===== src/rtl/mitm_mode_scheduler.sv =====
`default_nettype none
// +--------------------------------------------------------------------------+
// | mitm_mode_scheduler: holds the MITM mode, defers presses until quiet bus |
// | Rev 1.0                                                                  |
// +--------------------------------------------------------------------------+
module mitm_mode_scheduler #(
  parameter int NUM_MITM_MODES = 4,
  parameter int SYS_FREQ_HZ    = 12_000_000,
  parameter int BAUD_RATE      = 115_200,
  parameter int IDLE_GAP_BITS  = 12,
  localparam int MW            = $clog2(NUM_MITM_MODES)
) (
  input  logic                      sys_clk,
  input  logic                      rst_n,
  input  logic                      mode_next,
  input  logic                      if0_busy,
  input  logic                      if1_busy,
  output logic [MW-1:0]             mode_idx,
  output logic [NUM_MITM_MODES-1:0] mode_leds,
  output logic                      comm_active,
  output logic                      mode_pending,
  output logic                      mode_changed
);

  localparam int GAP_CYCLES = int'((longint'(SYS_FREQ_HZ) * longint'(IDLE_GAP_BITS))
                                   / longint'(BAUD_RATE));
  localparam int GW         = $clog2(GAP_CYCLES + 1);
  localparam logic [GW-1:0] GAP_LAST = GW'(GAP_CYCLES - 1);
  localparam logic [MW:0]   N_W      = (MW+1)'(NUM_MITM_MODES);
  localparam logic [MW-1:0] MODE_TOP = MW'(NUM_MITM_MODES - 1);

  typedef enum logic [1:0] {
    S_IDLE   = 2'd0,
    S_ACTIVE = 2'd1,
    S_GAP    = 2'd2
  } state_t;

  state_t                    state_q, state_d;
  logic [GW-1:0]             gap_cnt_q, gap_cnt_d;
  logic [MW-1:0]             pend_q, pend_d;
  logic [MW-1:0]             mode_q, mode_d;
  logic [NUM_MITM_MODES-1:0] leds_q, leds_d;
  logic                      pending_q, pending_d;
  logic                      changed_q, changed_d;

  logic          busy;
  logic          eligible;
  logic [MW-1:0] pend_inc;
  logic [MW:0]   delta;
  logic [MW:0]   sum;
  logic [MW:0]   sum_mod;
  logic          delta_null;

  assign busy     = if0_busy | if1_busy;
  assign eligible = (state_q == S_IDLE) && !busy;

  always_comb begin
    state_d   = state_q;
    gap_cnt_d = gap_cnt_q;
    case (state_q)
      S_IDLE: begin
        if (busy) state_d = S_ACTIVE;
      end
      S_ACTIVE: begin
        if (!busy) begin
          state_d   = S_GAP;
          gap_cnt_d = '0;
        end
      end
      S_GAP: begin
        if (busy) begin
          state_d   = S_ACTIVE;
          gap_cnt_d = '0;
        end else if (gap_cnt_q == GAP_LAST) begin
          state_d = S_IDLE;
        end else begin
          gap_cnt_d = gap_cnt_q + 1'b1;
        end
      end
      default: begin
        state_d   = S_IDLE;
        gap_cnt_d = '0;
      end
    endcase
  end

  // delta never exceeds N and the sum never exceeds 2N-1, so one
  // conditional subtraction is a full modulo for any mode count.
  always_comb begin
    pend_inc   = (pend_q == MODE_TOP) ? '0 : pend_q + 1'b1;
    delta      = {1'b0, pend_q} + {{MW{1'b0}}, mode_next};
    sum        = {1'b0, mode_q} + delta;
    sum_mod    = (sum >= N_W) ? (sum - N_W) : sum;
    delta_null = (delta == '0) || (delta == N_W);

    pend_d    = pend_q;
    mode_d    = mode_q;
    changed_d = 1'b0;
    if (eligible) begin
      pend_d = '0;
      if (!delta_null) begin
        mode_d    = sum_mod[MW-1:0];
        changed_d = 1'b1;
      end
    end else if (mode_next) begin
      pend_d = pend_inc;
    end
    leds_d    = {{(NUM_MITM_MODES-1){1'b0}}, 1'b1} << mode_d;
    pending_d = (pend_d != '0);
  end

  always_ff @(posedge sys_clk or negedge rst_n) begin
    if (!rst_n) begin
      state_q   <= S_IDLE;
      gap_cnt_q <= '0;
      pend_q    <= '0;
      mode_q    <= '0;
      leds_q    <= {{(NUM_MITM_MODES-1){1'b0}}, 1'b1};
      pending_q <= 1'b0;
      changed_q <= 1'b0;
    end else begin
      state_q   <= state_d;
      gap_cnt_q <= gap_cnt_d;
      pend_q    <= pend_d;
      mode_q    <= mode_d;
      leds_q    <= leds_d;
      pending_q <= pending_d;
      changed_q <= changed_d;
    end
  end

  assign mode_idx     = mode_q;
  assign mode_leds    = leds_q;
  assign comm_active  = (state_q != S_IDLE);
  assign mode_pending = pending_q;
  assign mode_changed = changed_q;

endmodule
`default_nettype wire


===== config.mk =====
export PLATFORM = sky130hd
export DESIGN_NAME = mitm_mode_scheduler
export DESIGN_NICKNAME = d
export VERILOG_FILES = /design/src/rtl/mitm_mode_scheduler.sv
export SDC_FILE = /design/constraint.sdc
export NUM_CORES = 1
export LEC_CHECK = 0
export ABC_AREA = 1
export BUFFER_PORTS_ARGS = -buffer_cell sky130_fd_sc_hd__buf_2
export CORE_UTILIZATION = 40
export CTS_CLUSTER_SIZE = 24
export DETAILED_ROUTE_END_ITERATION = 16
export SYNTH_ARGS = -nofsm -noshare
export SYNTH_HDL_FRONTEND = slang
export SYNTH_SLANG_ARGS = --single-unit

===== constraint.sdc =====
create_clock -name sys_clk -period 2.45 [get_ports sys_clk]
set_input_delay 0.245 -clock sys_clk [delete_from_list [all_inputs] [get_ports sys_clk]]
set_output_delay 0.245 -clock sys_clk [all_outputs]
set_load 0.01 [all_outputs]

* Yosys cells after proc, flatten, opt, wreduce, memory -nomap -nowiden *
Cells that the tools add are included.

storage, ports and cells
  memories kept = 0
  word-level logic and storage cells = 51
  bits in registers = 23
  output and inout port bits = 9
  memory bits (read-only) = 0
  bits in writable memories = 0
  input port bits = 5
  latch bits = 0

operators by class
  magnitude comparators = 1
  eq/ne operators = 9
  div/mod/pow operators = 0
  add/sub/neg operators = 5
  reductions and logical operators = 9
  muxes and demuxes = 17
  bitwise gates (word level) = 2
  multipliers = 0
  shifts and indexed selects = 1

operator list
  cell                                                                 number
  11-bit two-way mux                                                   3
  11-bit one-hot mux with 3 select lines                               1
  2-bit two-way mux                                                    10
  11-bit by 1-bit adder with 11-bit output (second input constant)     1
  11-bit == test (second input constant)                               1
  3-bit inequality test (second input constant)                        2
  2-bit one-hot mux with 3 select lines                                1
  3-bit AND reduction                                                  2
  2-bit == test (second input constant)                                2
  2-bit inequality test (second input constant)                        2
  2-bit nonzero test                                                   2
  1-bit by 2-bit << shifter with 4-bit output (first input constant)   1
  2-bit by 1-bit adder with 3-bit output                               1
  2-bit by 3-bit adder with 3-bit output                               1
  3-bit == test (second input constant)                                1
  3-bit greater-or-equal comparator (second input constant)            1
  3-bit logical NOT                                                    1
  2-bit by 1-bit adder with 2-bit output (second input constant)       1
  2-bit by 1-bit == test with 1-bit output (second input constant)     1
  2-bit logical NOT                                                    1
  1-bit two-way mux                                                    2
  2-bit by 1-bit subtractor with 2-bit output (second input constant)  1
  1-bit logical AND                                                    1
  1-bit logical NOT                                                    1
  other kinds (3)                                                      3

* Longest topological paths before layout *
Gate-level depths: netlist of the first run.

  depth after elaboration = 7
  depth in mapped cells = 10

* Least setup slack after synthesis of the first run *
OpenSTA, ideal clock, no wires.

  kind = reg2reg
  start point = reg pend_q[0]
  end point = reg leds_q[1] (netlist: mode_leds[1])
  data arrival time = 1.290 ns
  clock period less this slack = 1.403 ns
  setup slack = 1.047 ns
  setup time = 0.114 ns
  stages on the path, launching flop included = 9
  cell sequence = dfrtp_1 > ha_1 > ha_1 > inv_1 > nand2_1 > nand2_1 > nand3_4 > nand2_4 > nor2_2

on the way
  cells in the longest elaborated chain, start to end = 7
  elaborated cells on any way between the ends = 11

ends and longest elaborated chain
  what                                                                                              line  source
  start, declared                                                                                   40    logic [MW-1:0] pend_q, pend_d;
  start signal, assigned                                                                            124   pend_q <= pend_d;
  2-bit by 1-bit adder with 3-bit output (*)                                                        91    delta = {1'b0, pend_q} + {{MW{1'b0}}, mode_next};
  2-bit by 3-bit adder with 3-bit output                                                            92    sum = {1'b0, mode_q} + delta;
  3-bit greater-or-equal comparator or 2-bit by 1-bit subtractor with 2-bit output (tied branches)  93    sum_mod = (sum >= N_W) ? (sum - N_W) : sum;
  2-bit two-way mux                                                                                 93
  2-bit two-way mux (*)                                                                             101   if (!delta_null) begin
  2-bit two-way mux (*)                                                                             99    if (eligible) begin
  via mode_d[1]                                                                                     41    logic [MW-1:0] mode_q, mode_d;
  1-bit by 2-bit << shifter with 4-bit output (*)                                                   108   leds_d = {{(NUM_MITM_MODES-1){1'b0}}, 1'b1} << mode_d;
  via leds_d[1]                                                                                     42    logic [NUM_MITM_MODES-1:0] leds_q, leds_d;
  end signal, assigned                                                                              118   leds_q <= {{(NUM_MITM_MODES-1){1'b0}}, 1'b1};
  end signal, assigned                                                                              126   leds_q <= leds_d;
  end, declared                                                                                     42

The timed path passes the listed nets; every way through them passes the cells marked *.
A chain may end at the register's enable or synchronous reset.

* Worst setup path in the final report of the first run *
  start point = reg gap_cnt_q[0]
  end point = reg gap_cnt_q[10]

on the way
  cells in the longest elaborated chain, start to end = 4
  elaborated cells on any way between the ends = 7

ends and longest elaborated chain
  what                                      line  source
  start, declared                           39    logic [GW-1:0] gap_cnt_q, gap_cnt_d;
  start signal, assigned                    123   gap_cnt_q <= gap_cnt_d;
  11-bit by 1-bit adder with 11-bit output  77    gap_cnt_d = gap_cnt_q + 1'b1;
  11-bit two-way mux                        74    end else if (gap_cnt_q == GAP_LAST) begin
  11-bit two-way mux                        71    if (busy) begin
  11-bit one-hot mux with 3 select lines    60    case (state_q)

Several ways; a longest one is shown, not always the timed one. The select of a mux whose other input is x is not followed.

==> results of run 1 <==
state kept, by name (all words and copies together), names as in the netlist:
signal	cells
mode_leds	4
mode_pending	1
mode_changed	1
mode_idx	2
state_q	2
pend_q	2
gap_cnt_q	11
through the flow:
| stage | instance area (µm²) | util | cells |
|---|---|---|---|
| after floorplan | 1324 | - | 156 |
| after global placement | 1444 | 0.4653 | 213 |
| after detailed placement | 1444 | 0.4653 | 213 |
| after CTS | 1480 | 0.4770 | 218 |
| after global routing | 1480 | 0.4770 | 218 |
| final | 1480 | 0.4770 | 218 |
routing by layer:
layer / track usage / vias up / part of all wire
met3: 0.01965 / 5 / 0.027
li1: - / 534 / -
met4: 0.07973 / 0 / 0.022
met1: 0.1899 / 466 / 0.47
met2: 0.2584 / 15 / 0.48
met5: 0 / - / 0
final cells by class:
| cell class | instances | share of cell area |
|---|---|---|
| multi-input cells | 106 | 0.4294 |
| clock buffers | 4 | 0.01775 |
| inverters | 27 | 0.07523 |
| well taps | 44 | 0.03719 |
| repair buffers | 14 | 0.05072 |
| flip-flops and latches | 23 | 0.3897 |
timing repair:
item,in CTS,in global routing
hold buffers,1,0
endpoints found under the setup margin,0,0
hold endpoints to repair,22,0
final timing paths:
kind                                 end  depth (start not counted)
setup / recovery           gap_cnt_q[10]                          8
hold / removal                state_q[0]                          3
setup reg to reg           gap_cnt_q[10]                          8
hold reg to reg               state_q[0]                          1
max in group asynchronous   mode_leds[0]                          2
min in group asynchronous   gap_cnt_q[8]                          2
worst min-delay path, delay by kind of cell:
| kind | cells | cell delay [ns] |
|---|---|---|
| and+or+nand+nor | 1 | 0.06 |
| AOI/OAI and AO/OA | 1 | 0.13 |
| buffers and inverters | 1 | 0.13 |
logic make-up after synthesis:
| group | count (synthesis) | share of synthesized area |
|---|---|---|
| DFF | 23 | 0.4357 |
| xor gates and xnor gates | 2 | 0.01323 |
| buffers and inverters | 27 | 0.08412 |
| AOI/OAI and AO/OA | 18 | 0.09830 |
| adders and majority gates | 4 | 0.03781 |
| and+or+nand+nor | 82 | 0.3308 |
layout by cell type, fill, tap and decap left out:
master / netlist / final
o31ai_1: 1 / 1
a21oi_1: 3 / 3
inv_4: 2 / 2
o21ai_0: 6 / 6
inv_1: 20 / 20
o21ai_4: 1 / 1
nand2_4: 4 / 4
nor2_8: 2 / 2
dlygate4sd3_1: 0 / 1
clkbuf_4: 0 / 3
nand3_4: 1 / 1
nand2_2: 2 / 2
dfstp_2: 1 / 1
nor2_4: 1 / 1
inv_2: 4 / 4
nor2_1: 12 / 12
xor2_1: 2 / 2
nand4_1: 8 / 8
clkbuf_1: 0 / 1
nor2_2: 2 / 2
or2_2: 1 / 1
a21oi_2: 1 / 1
nand2_1: 38 / 38
ha_1: 4 / 4
buf_2: 0 / 13
o21ai_2: 6 / 6
nand3_1: 11 / 11
clkinv_4: 1 / 1
dfrtp_1: 22 / 22
power groups by stage:
stage	Combinational (mW)	Sequential, mW	Clock, mW
final	0.386	0.498	0.178
after global routing	0.426	0.506	0.206
after CTS	0.394	0.500	0.190
after detailed placement	0.392	0.506	0
after global placement	0.381	0.506	0
after floorplan	0.255	0.534	0
==> results.md, run 1 <==
- Post-Syn Area: 1324 µm²
- Post-Syn Nets: approximately 170
- Fmax: around 0.65 GHz
- I/O Buffers: 13
- Post-CTS Setup Bufs: 0
- Switch Pwr: 402.2 µW
- PnR worst setup slack: just over 0.9 ns
- Synthesized flop and latch total: 23
- Max VDD drop: 390.2 µV
- Sequential power share: 0.469
- Io pins: 14
- Top cell type by total area after synthesis: dfrtp_1
- WL final: around 2300 µm
- Largest net degree at the start of global routing: 24
- CTS Buf Count: 3
- Clk_skew: 0.008705 ns
- Detailed Route Iter0 Violations: 21
- Reg2reg setup slack: between 0.9 and 1 ns
- R2r startpoint: gap_cnt_q[0]
- Die H: approximately 60 µm
- CP required: 2.67 ns
- Fill count: between 300 and 400
- Top FF cell, synth: dfrtp_1
- CP delay by family, top: simple AND/OR/NAND/NOR gates
- Hold slack: ~0.28 ns
- Share of layout cells above drive strength 1: 0.2586
- Clock power share: 0.168
- Max incr delay on CP: 0.48 ns
- Number of global-route vias before repair: approximately 940
- Count leader, synth: nand2_1
- Pint: approximately 660 µW
- Initial antenna violation count: 0
- CTS root buf: clkbuf_4
- Sw Share: 0.3786
- Hold_sp: if0_busy
- Antenna cell count: 0
- Hold Vio Cnt, Final: 0
- Routed vias/inst: ~4.7
- Crit-path most repeated cell: nand2_1
- Final min period: roughly 1.5 ns
- Library cells used by synthesis: 25
- Slew HR: 0.6606
- Asr flop ratio synth: 1.000
- Type of origin of the critical path: flop
- Worst Tran Pin Value: ~0.51 ns
- Storage element area: roughly 580 µm²
- CTS resizes: 0
- Status: finished clean
- Post-synth EDFFs: 0
- Row cnt: 20
- Area occupied by multi-input gates: around 640 µm²
- Final Cycle Share: 0.6256
- Via count: approximately 1000
- Clock slew at reported path FFs: about 0.13 ns
- Crit path arrival time: 1.75 ns
- Hold Crit Class: in2reg
- Logic pwr share: 0.363
- Clock Sinks: 23
- Final Power: between 1 and 1.5 mW
- Die ar.: between 3000 and 4000 µm²
- Longest Clk Path Bufs: 2
- Synth area leaders: dfrtp_1, nand2_1, inv_1
- Tot GR Track Use: 0.1530
- Remaining global-route overflow: 0
- Crit. Startpoint: gap_cnt_q[0]
- Setup TNS: 0 ns
- Hpwl dp: 1817 µm
- Nets@finish: roughly 180
- Share of the synthesized area in the top cell type: 0.4159
- Max-slew violations: 0
- Crit Path Max Fanout: 8
- Starting density of the core: 0.4266
- Register area share after synthesis: 0.4357
- Die W: 59.53 µm
- Yosys warning total: 0
- Commonest cells post-synth: nand2_1, dfrtp_1, inv_1, nor2_1, nand3_1
- Core area: between 3000 and 4000 µm²
- CTS tree: done
- Max stage delay cell, worst path: dfrtp_1
- # DRC: 0
- Setup violations, final: 0
- Leakage: about 0.7 nW
- P per Cell Area: about 720 nW/µm²
- Cells after synthesis: ~160
- CP bufs+invs: 0
- Antenna-violating nets left: 0
- DR pass1 iterations: 4
- RSZ-0062 raised after global routing: no
- WS Path Type: reg2reg
- CP Cell Sequence: ha_1, nand3_1, nor2_1, nand3_1, nand2_1, nand2_1, nand2_1, o21ai_2
- Worst-Skew Late Latency: 0.32 ns
- Routability cong.: between 0.7 and 0.8
- Setup WS pre-CTS: roughly 0.96 ns
- CP endpoint kind: flop
- Area delta synth->final: 11.81%
- H-tree Lvls: 1
- Routed length per placed instance: 10.72 µm
- First-pass GRT wire length: ~4000 µm
- Number of max-cap violations: 0
- Mean post-synth cell area: around 8.5 µm²
(Power assumes the default switching activity.)
==> run 2, diff against run 1 <==
Settings changed: ABC_AREA 1 to 0.
Clock period 2.45 ns to 1.3 ns, I/O delays scaled along.
==> run 2 against run 1 <==
  * The flow now finishes with violations (negative setup slack)
  * Power increased by 93%
  * Non-clock buffer count increased by 35
  * Maximum frequency decreased by 12%
  * Via count increased by 1.8%
  * Sequential cell count unchanged
  * Critical path depth decreased by 2
  * Sequential power increased by 90%
  * Utilization increased by 16 points
  * Global-route usage increased by 2.4 points
  * Critical path type unchanged
==> results.md, run 2 <==
- Worst R2R Path Depth: 6
- Count leader, synth: dfrtp_1
- Status: finished, violations left
- Share of the synthesized area in the top cell type: 0.4746
- Clock power share: 0.161
- Post-synth EDFFs: 0
- Nets@finish: 170
- CTS tree: done
- CP endpoint kind: flop
- Antenna-violating nets left: 0
- Tot GR Track Use: 0.1766
- Longest Clk Path Bufs: 2
- P per Cell Area: between 1000 and 1500 nW/µm²
- Die H: ~56 µm
- Row cnt: 19
- Area delta synth->final: 51.02%
- Core area: about 2800 µm²
- Placed Cells: 180
- Hold Vio Cnt, Final: 0
- Routability cong.: 0.8112
- Yosys warning total: 0
- Storage element area: between 500 and 600 µm²
- Final core occ: 0.6352
- Share of layout cells above drive strength 1: 0.5063
- Final Power: 2.050 mW
- Synthesized flop and latch total: 23
- Final Cycle Share: 1.339
- CTS Buf Count: 3
- Most frequent cells in the layout: buf_4, dfrtp_1, buf_2
- Switch Pwr: 643.3 µW
- Die W: about 56 µm
- H-tree Lvls: 1
- RSZ-0062 raised after global routing: yes
- Die ar.: between 3000 and 4000 µm²
- Top cell type by total area after synthesis: dfrtp_1
- Setup TNS: -5.338 ns
- Antenna cell count: 0
- Crit path arrival time: ~2.0 ns
- Worst-Skew Late Latency: approximately 0.31 ns
- Final min period: roughly 1.7 ns
- PnR worst setup slack: -0.4410 ns
- Io pins: 14
- Clock Sinks: 23
- Setup violations, final: 19
- WS Path Type: reg2reg
- Cells after synthesis: around 110
- Hold Path Depth: 3
- Synth area leaders: dfrtp_1, ha_1, a21oi_1
- Sw Share: 0.3138
- R2r startpoint: pend_q[0]
- Starting density of the core: 0.4206
- Type of origin of the critical path: flop
- Fmax: between 0.5 and 0.6 GHz
- I/O Buffers: 13
- Initial antenna violation count: 0
- Number of max-cap violations: 0
- Failing checks: negative setup slack
- Commonest cells post-synth: dfrtp_1, a21oi_1, o21ai_0, nand2_1, nor2_1
- Hold EP: state_q[1]
- Max VDD drop: 2008 µV
- Detailed Route Iter0 Violations: 14
- Post-Syn Area: ~1200 µm²
- Post-Syn Nets: about 120
- Hpwl dp: about 1800 µm
- Pint: 1.407 mW
- Worst Tran Pin Value: 0.5092 ns
- Routed length per placed instance: 14.59 µm
- Hold Crit Class: in2reg
- DR pass1 iterations: 6
- WL final: between 2000 and 3000 µm
- R2r endpoint: mode_leds[1]
- First-pass GRT wire length: roughly 4300 µm
- CTS root buf: clkbuf_4
- Area occupied by multi-input gates: roughly 710 µm²
- Largest net degree at the start of global routing: 24
- Reg2reg setup slack: -0.44 ns
- Most common library cell in the layout ignoring fill and taps: buf_4
- Hold_sp: if0_busy
- Number of global-route vias before repair: approximately 1000
- Fill count: ~230
- Clk_skew: 0.008921 ns
- Remaining global-route overflow: 0
- Top FF cell, synth: dfrtp_1
- Leakage: between 0.8 and 0.9 nW
- Routed vias/inst: approximately 5.4
- Max reg flops: 11
- Clock slew at reported path FFs: 0.13 ns
- Via count: between 1000 and 1500
- Mean post-synth cell area: about 11 µm²
- Asr flop ratio synth: 1.000
- # DRC: 0
- Library cells used by synthesis: 37
- Sequential power share: 0.461
- Max-slew violations: 0
- CP required: about 1.5 ns
- Register area share after synthesis: 0.4973
- Logic pwr share: 0.378
- Setup WS pre-CTS: -0.4706 ns
- Slew HR: 0.6605
- Crit Path Max Fanout: 5
- Post-route insts no fill: between 150 and 200
- Top reg by flops: gap_cnt_q
run 2: cell types whose count changed after synthesis, sizes merged, moves of 6 or more:
cell and delta:
inv -22, nand2 -37, nand3 -8, nand4 -6, nor2 -11
run 2: power by group through the flow:
stage          combinational [mW]  sequential (mW)  clock [mW]
2_1_floorplan               0.376             1.02           0
3_5_place_dp                0.728            0.961           0
5_1_grt                     0.854            0.960       0.391
4_1_cts                     0.756            0.944       0.345
6_report                    0.775            0.946       0.330
3_3_place_gp                0.705            0.954           0
run 2: cell families after synthesis:
family | share of synthesized area
AO/OA/AOI/OAI | 0.1640
XOR/XNOR | 0.01511
adder cells (fa/ha/maj) | 0.04315
buffers and inverters | 0.02804
flip-flops | 0.4973
multiplexers | 0.04638
AND/OR/NAND/NOR | 0.2060
run 2: stage by stage:
step	area (µm²)	hold slack (ns)
2_1_floorplan	1214	-0.1656
3_3_place_gp	1525	0.1368
3_5_place_dp	1525	0.1379
4_1_cts	1682	0.06636
5_1_grt	1752	0.05564
6_report	1752	0.08321
run 2: timing repair:
action / CTS / global route
pin swaps: 9 / 5
setup buffers: 2 / 2
hold buffers: 1 / 0
resized for setup: 15 / 12
gates cloned: 2 / 0
endpoints found under the setup margin: 22 / 19
hold endpoints to repair: 22 / 0
run 2: worst max-delay path, cell delays in order, from the launching register on:
cell and delay (ns):
dfrtp_1 0.43, ha_4 0.30, ha_4 0.12, nand2_1 0.04
mux2_4 0.25, or3_4 0.35, and3_1 0.15
run 2: worst max-delay path by stage:
stage               startpoint           end  slack (ns)  depth (start not counted)
finish               pend_q[0]  mode_leds[1]       -0.44                          6
CTS                  pend_q[0]  mode_leds[1]       -0.44                          6
detailed placement   pend_q[0]  mode_leds[3]       -0.47                          6
global route         pend_q[0]  mode_leds[0]       -0.50                          6
global placement     pend_q[0]  mode_leds[1]       -0.44                          6
floorplan            pend_q[0]  mode_leds[1]       -0.41                          6
run 2: area by class of cell:
type | count | share of cell area
clock buffers | 3 | 0.01286
clock inverters | 1 | 0.002857
inverters | 4 | 0.008571
multi-input cells | 80 | 0.4036
flip-flops and latches | 23 | 0.3293
well taps | 31 | 0.02214
repair buffers | 49 | 0.2207
run 2: metal layers:
layer,GRT usage,vias up,wire (µm)
li1,-,510,-
met1,0.2311,507,1216
met2,0.2995,21,1446
met3,0.05116,0,125
met4,0.02439,0,0
met5,0,-,0
==> run 3, diff against run 2 <==
Settings changed: BUFFER_PORTS_ARGS -buffer_cell sky130_fd_sc_hd__buf_2 to -buffer_cell sky130_fd_sc_hd__buf_4, CORE_ASPECT_RATIO from default to 0.8.
Clock period 1.3 ns to 2.1 ns, I/O delays scaled along.
==> run 3 against run 2 <==
  * First-iteration DRC count rose by 86%
  * Highest routed layer is now met4
  * Hold slack worse by 0.024 ns
  * Die area is essentially flat
  * Utilization is 15 points lower
  * Largest power group unchanged
  * Non-clock buffer count shrank 34
  * The flow now finishes without violations
  * Sequential share of layout area up 10 points
  * Register-to-register slack better by 0.66 ns
  * Critical path depth decreased by 3
  * Clock power decreased by 38%
==> results.md, run 3 (synthesis gave the netlist of run 2 again) <==
- Worst R2R Path Depth: 3
- Starting density of the core: 0.4195
- RSZ-0062 raised after global routing: no
- Top reg by flops: gap_cnt_q
- Final Power: roughly 1.2 mW
- First-pass GRT wire length: about 3700 µm
- Reg2reg setup slack: ~0.22 ns
- Clk_skew: around 0.0074 ns
- Worst Tran Pin Value: between 0.4 and 0.5 ns
- Max reg flops: 11
- Crit. Startpoint: state_q[0]
- Core area: roughly 2800 µm²
- Largest net degree at the start of global routing: 24
- DR pass1 iterations: 4
- WL final: ~2100 µm
- Leakage: 0.6319 nW
- P per Cell Area: just under 900 nW/µm²
- R2r startpoint: state_q[0]
- Routed length per placed instance: approximately 13 µm
- Most frequent cells in the layout: dfrtp_1, buf_4, a21oi_1
- # DRC: 0
- CTS root buf: clkbuf_4
- Switch Pwr: about 360 µW
- Logic pwr share: 0.324
- Pint: ~800 µW
- Max VDD drop: ~500 µV
- Routability cong.: ~0.74
- Crit path arrival time: about 2.1 ns
- Hold slack: between 0.05 and 0.06 ns
- Routed vias/inst: approximately 5
- Setup TNS: 0 ns
- Clock Sinks: 23
- Detailed Route Iter0 Violations: 26
- Post-CTS Setup Bufs: 0
- Nets@finish: between 100 and 150
- Number of max-cap violations: 0
- H-tree Lvls: 1
- Most common library cell in the layout ignoring fill and taps: dfrtp_1
- Remaining global-route overflow: 0
- Initial antenna violation count: 0
- Sequential power share: 0.499
- Final Cycle Share: 0.8974
- CP required: between 2 and 2.5 ns
- Worst-Skew Late Latency: about 0.32 ns
- Antenna cell count: 0
- Clock power share: 0.177
- Crit Path Max Fanout: 12
- Setup violations, final: 0
- Type of origin of the critical path: flop
- Area delta synth->final: 14.78%
- Crit path capture: gap_cnt_q[0]
- CTS Buf Count: 3
- Die ar.: approximately 3100 µm²
- Max stage delay cell, worst path: or4b_4
- Max-slew violations: 0
- Via count: between 800 and 900
- Tot GR Track Use: 0.1559
- Share of layout cells above drive strength 1: 0.2240
- Antenna-violating nets left: 0
- CP endpoint kind: flop
- Longest Clk Path Bufs: 2
- Sw Share: 0.3094
- Final min period: 1.885 ns
- WS Path Type: reg2reg
- R2r endpoint: gap_cnt_q[0]
- I/O Buffers: 13
- Hold Crit Class: in2reg
- Hold_sp: if0_busy
- Hold Vio Cnt, Final: 0
- Die H: between 50 and 60 µm
- Number of global-route vias before repair: about 770
- Max incr delay on CP: about 0.67 ns
- Fmax: between 0.5 and 0.6 GHz
- Hpwl dp: around 1500 µm
- Row cnt: 17
- Slew HR: 0.6758
- Io pins: 14
- Status: finished clean
- CTS tree: done
- CP Cell Sequence: or4b_4, o21bai_1, mux2_2
- Clock slew at reported path FFs: 0.12 ns
- CTS resizes: 0
- Die W: between 60 and 70 µm
[run 3: cell count changes in the layout (fill, tap and decap cells not counted), moves of 3 or more]
cell / previous run / this run
o21ai_1: 6 / 1
o21ai_0: 2 / 8
a21oi_1: 5 / 9
ha_1: 1 / 4
buf_4: 29 / 14
buf_6: 5 / 0
buf_2: 12 / 0
a21oi_2: 3 / 0
[run 3: power groups by stage]
stage / Combinational, mW / Sequential [mW] / Clock [mW]
2_1_floorplan: 0.191 / 0.619 / 0
3_3_place_gp: 0.375 / 0.591 / 0
3_5_place_dp: 0.378 / 0.590 / 0
4_1_cts: 0.383 / 0.582 / 0.219
5_1_grt: 0.433 / 0.593 / 0.233
6_report: 0.378 / 0.581 / 0.206
[run 3: routing by layer]
layer	part of all wire	global-route usage	vias up
li1	-	-	435
met1	0.54	0.2151	386
met2	0.40	0.2179	10
met3	0.039	0.05682	4
met4	0.021	0.06977	0
met5	0	0	-
[run 3: final cells by class]
type / count / area [µm²]
Sequential cell: 23 / 576.8
Fill cell: 255 / 1434
Multi-Input combinational cell: 79 / 550.5
Clock buffer: 4 / 26.28
Tap cell: 38 / 47.55
Timing Repair Buffer: 15 / 115.1
Inverter: 4 / 15.01
[run 3: what timing repair did]
action / CTS / global route
endpoints found under the hold margin: 22 / 0
setup endpoints to repair: 0 / 0
hold buffers: 1 / 0
[run 3: worst min path at each step]
stage,end,depth (start not counted)
2_1_floorplan,gap_cnt_q[0],0
3_3_place_gp,gap_cnt_q[4],1
3_5_place_dp,gap_cnt_q[4],1
4_1_cts,state_q[1],2
5_1_grt,state_q[1],2
6_report,state_q[1],2
[run 3: worst max-delay path, delay by kind of cell (launching register included)]
family / cells / cell delay, ns
AND/OR/NAND/NOR: 1 / 0.67
multiplexers: 1 / 0.25
AO/OA/AOI/OAI: 1 / 0.46
flip-flops: 1 / 0.45
[run 3: through the flow]
step	area (µm²)	setup WS, ns	instances	utilization
after global placement	1295	0.3099	158	0.4683
after floorplan	1160	0.3584	108	-
after CTS	1331	0.2324	163	0.4814
after detailed placement	1295	0.2725	158	0.4683
after global routing	1331	0.03750	163	0.4814
final	1331	0.2155	163	0.4814
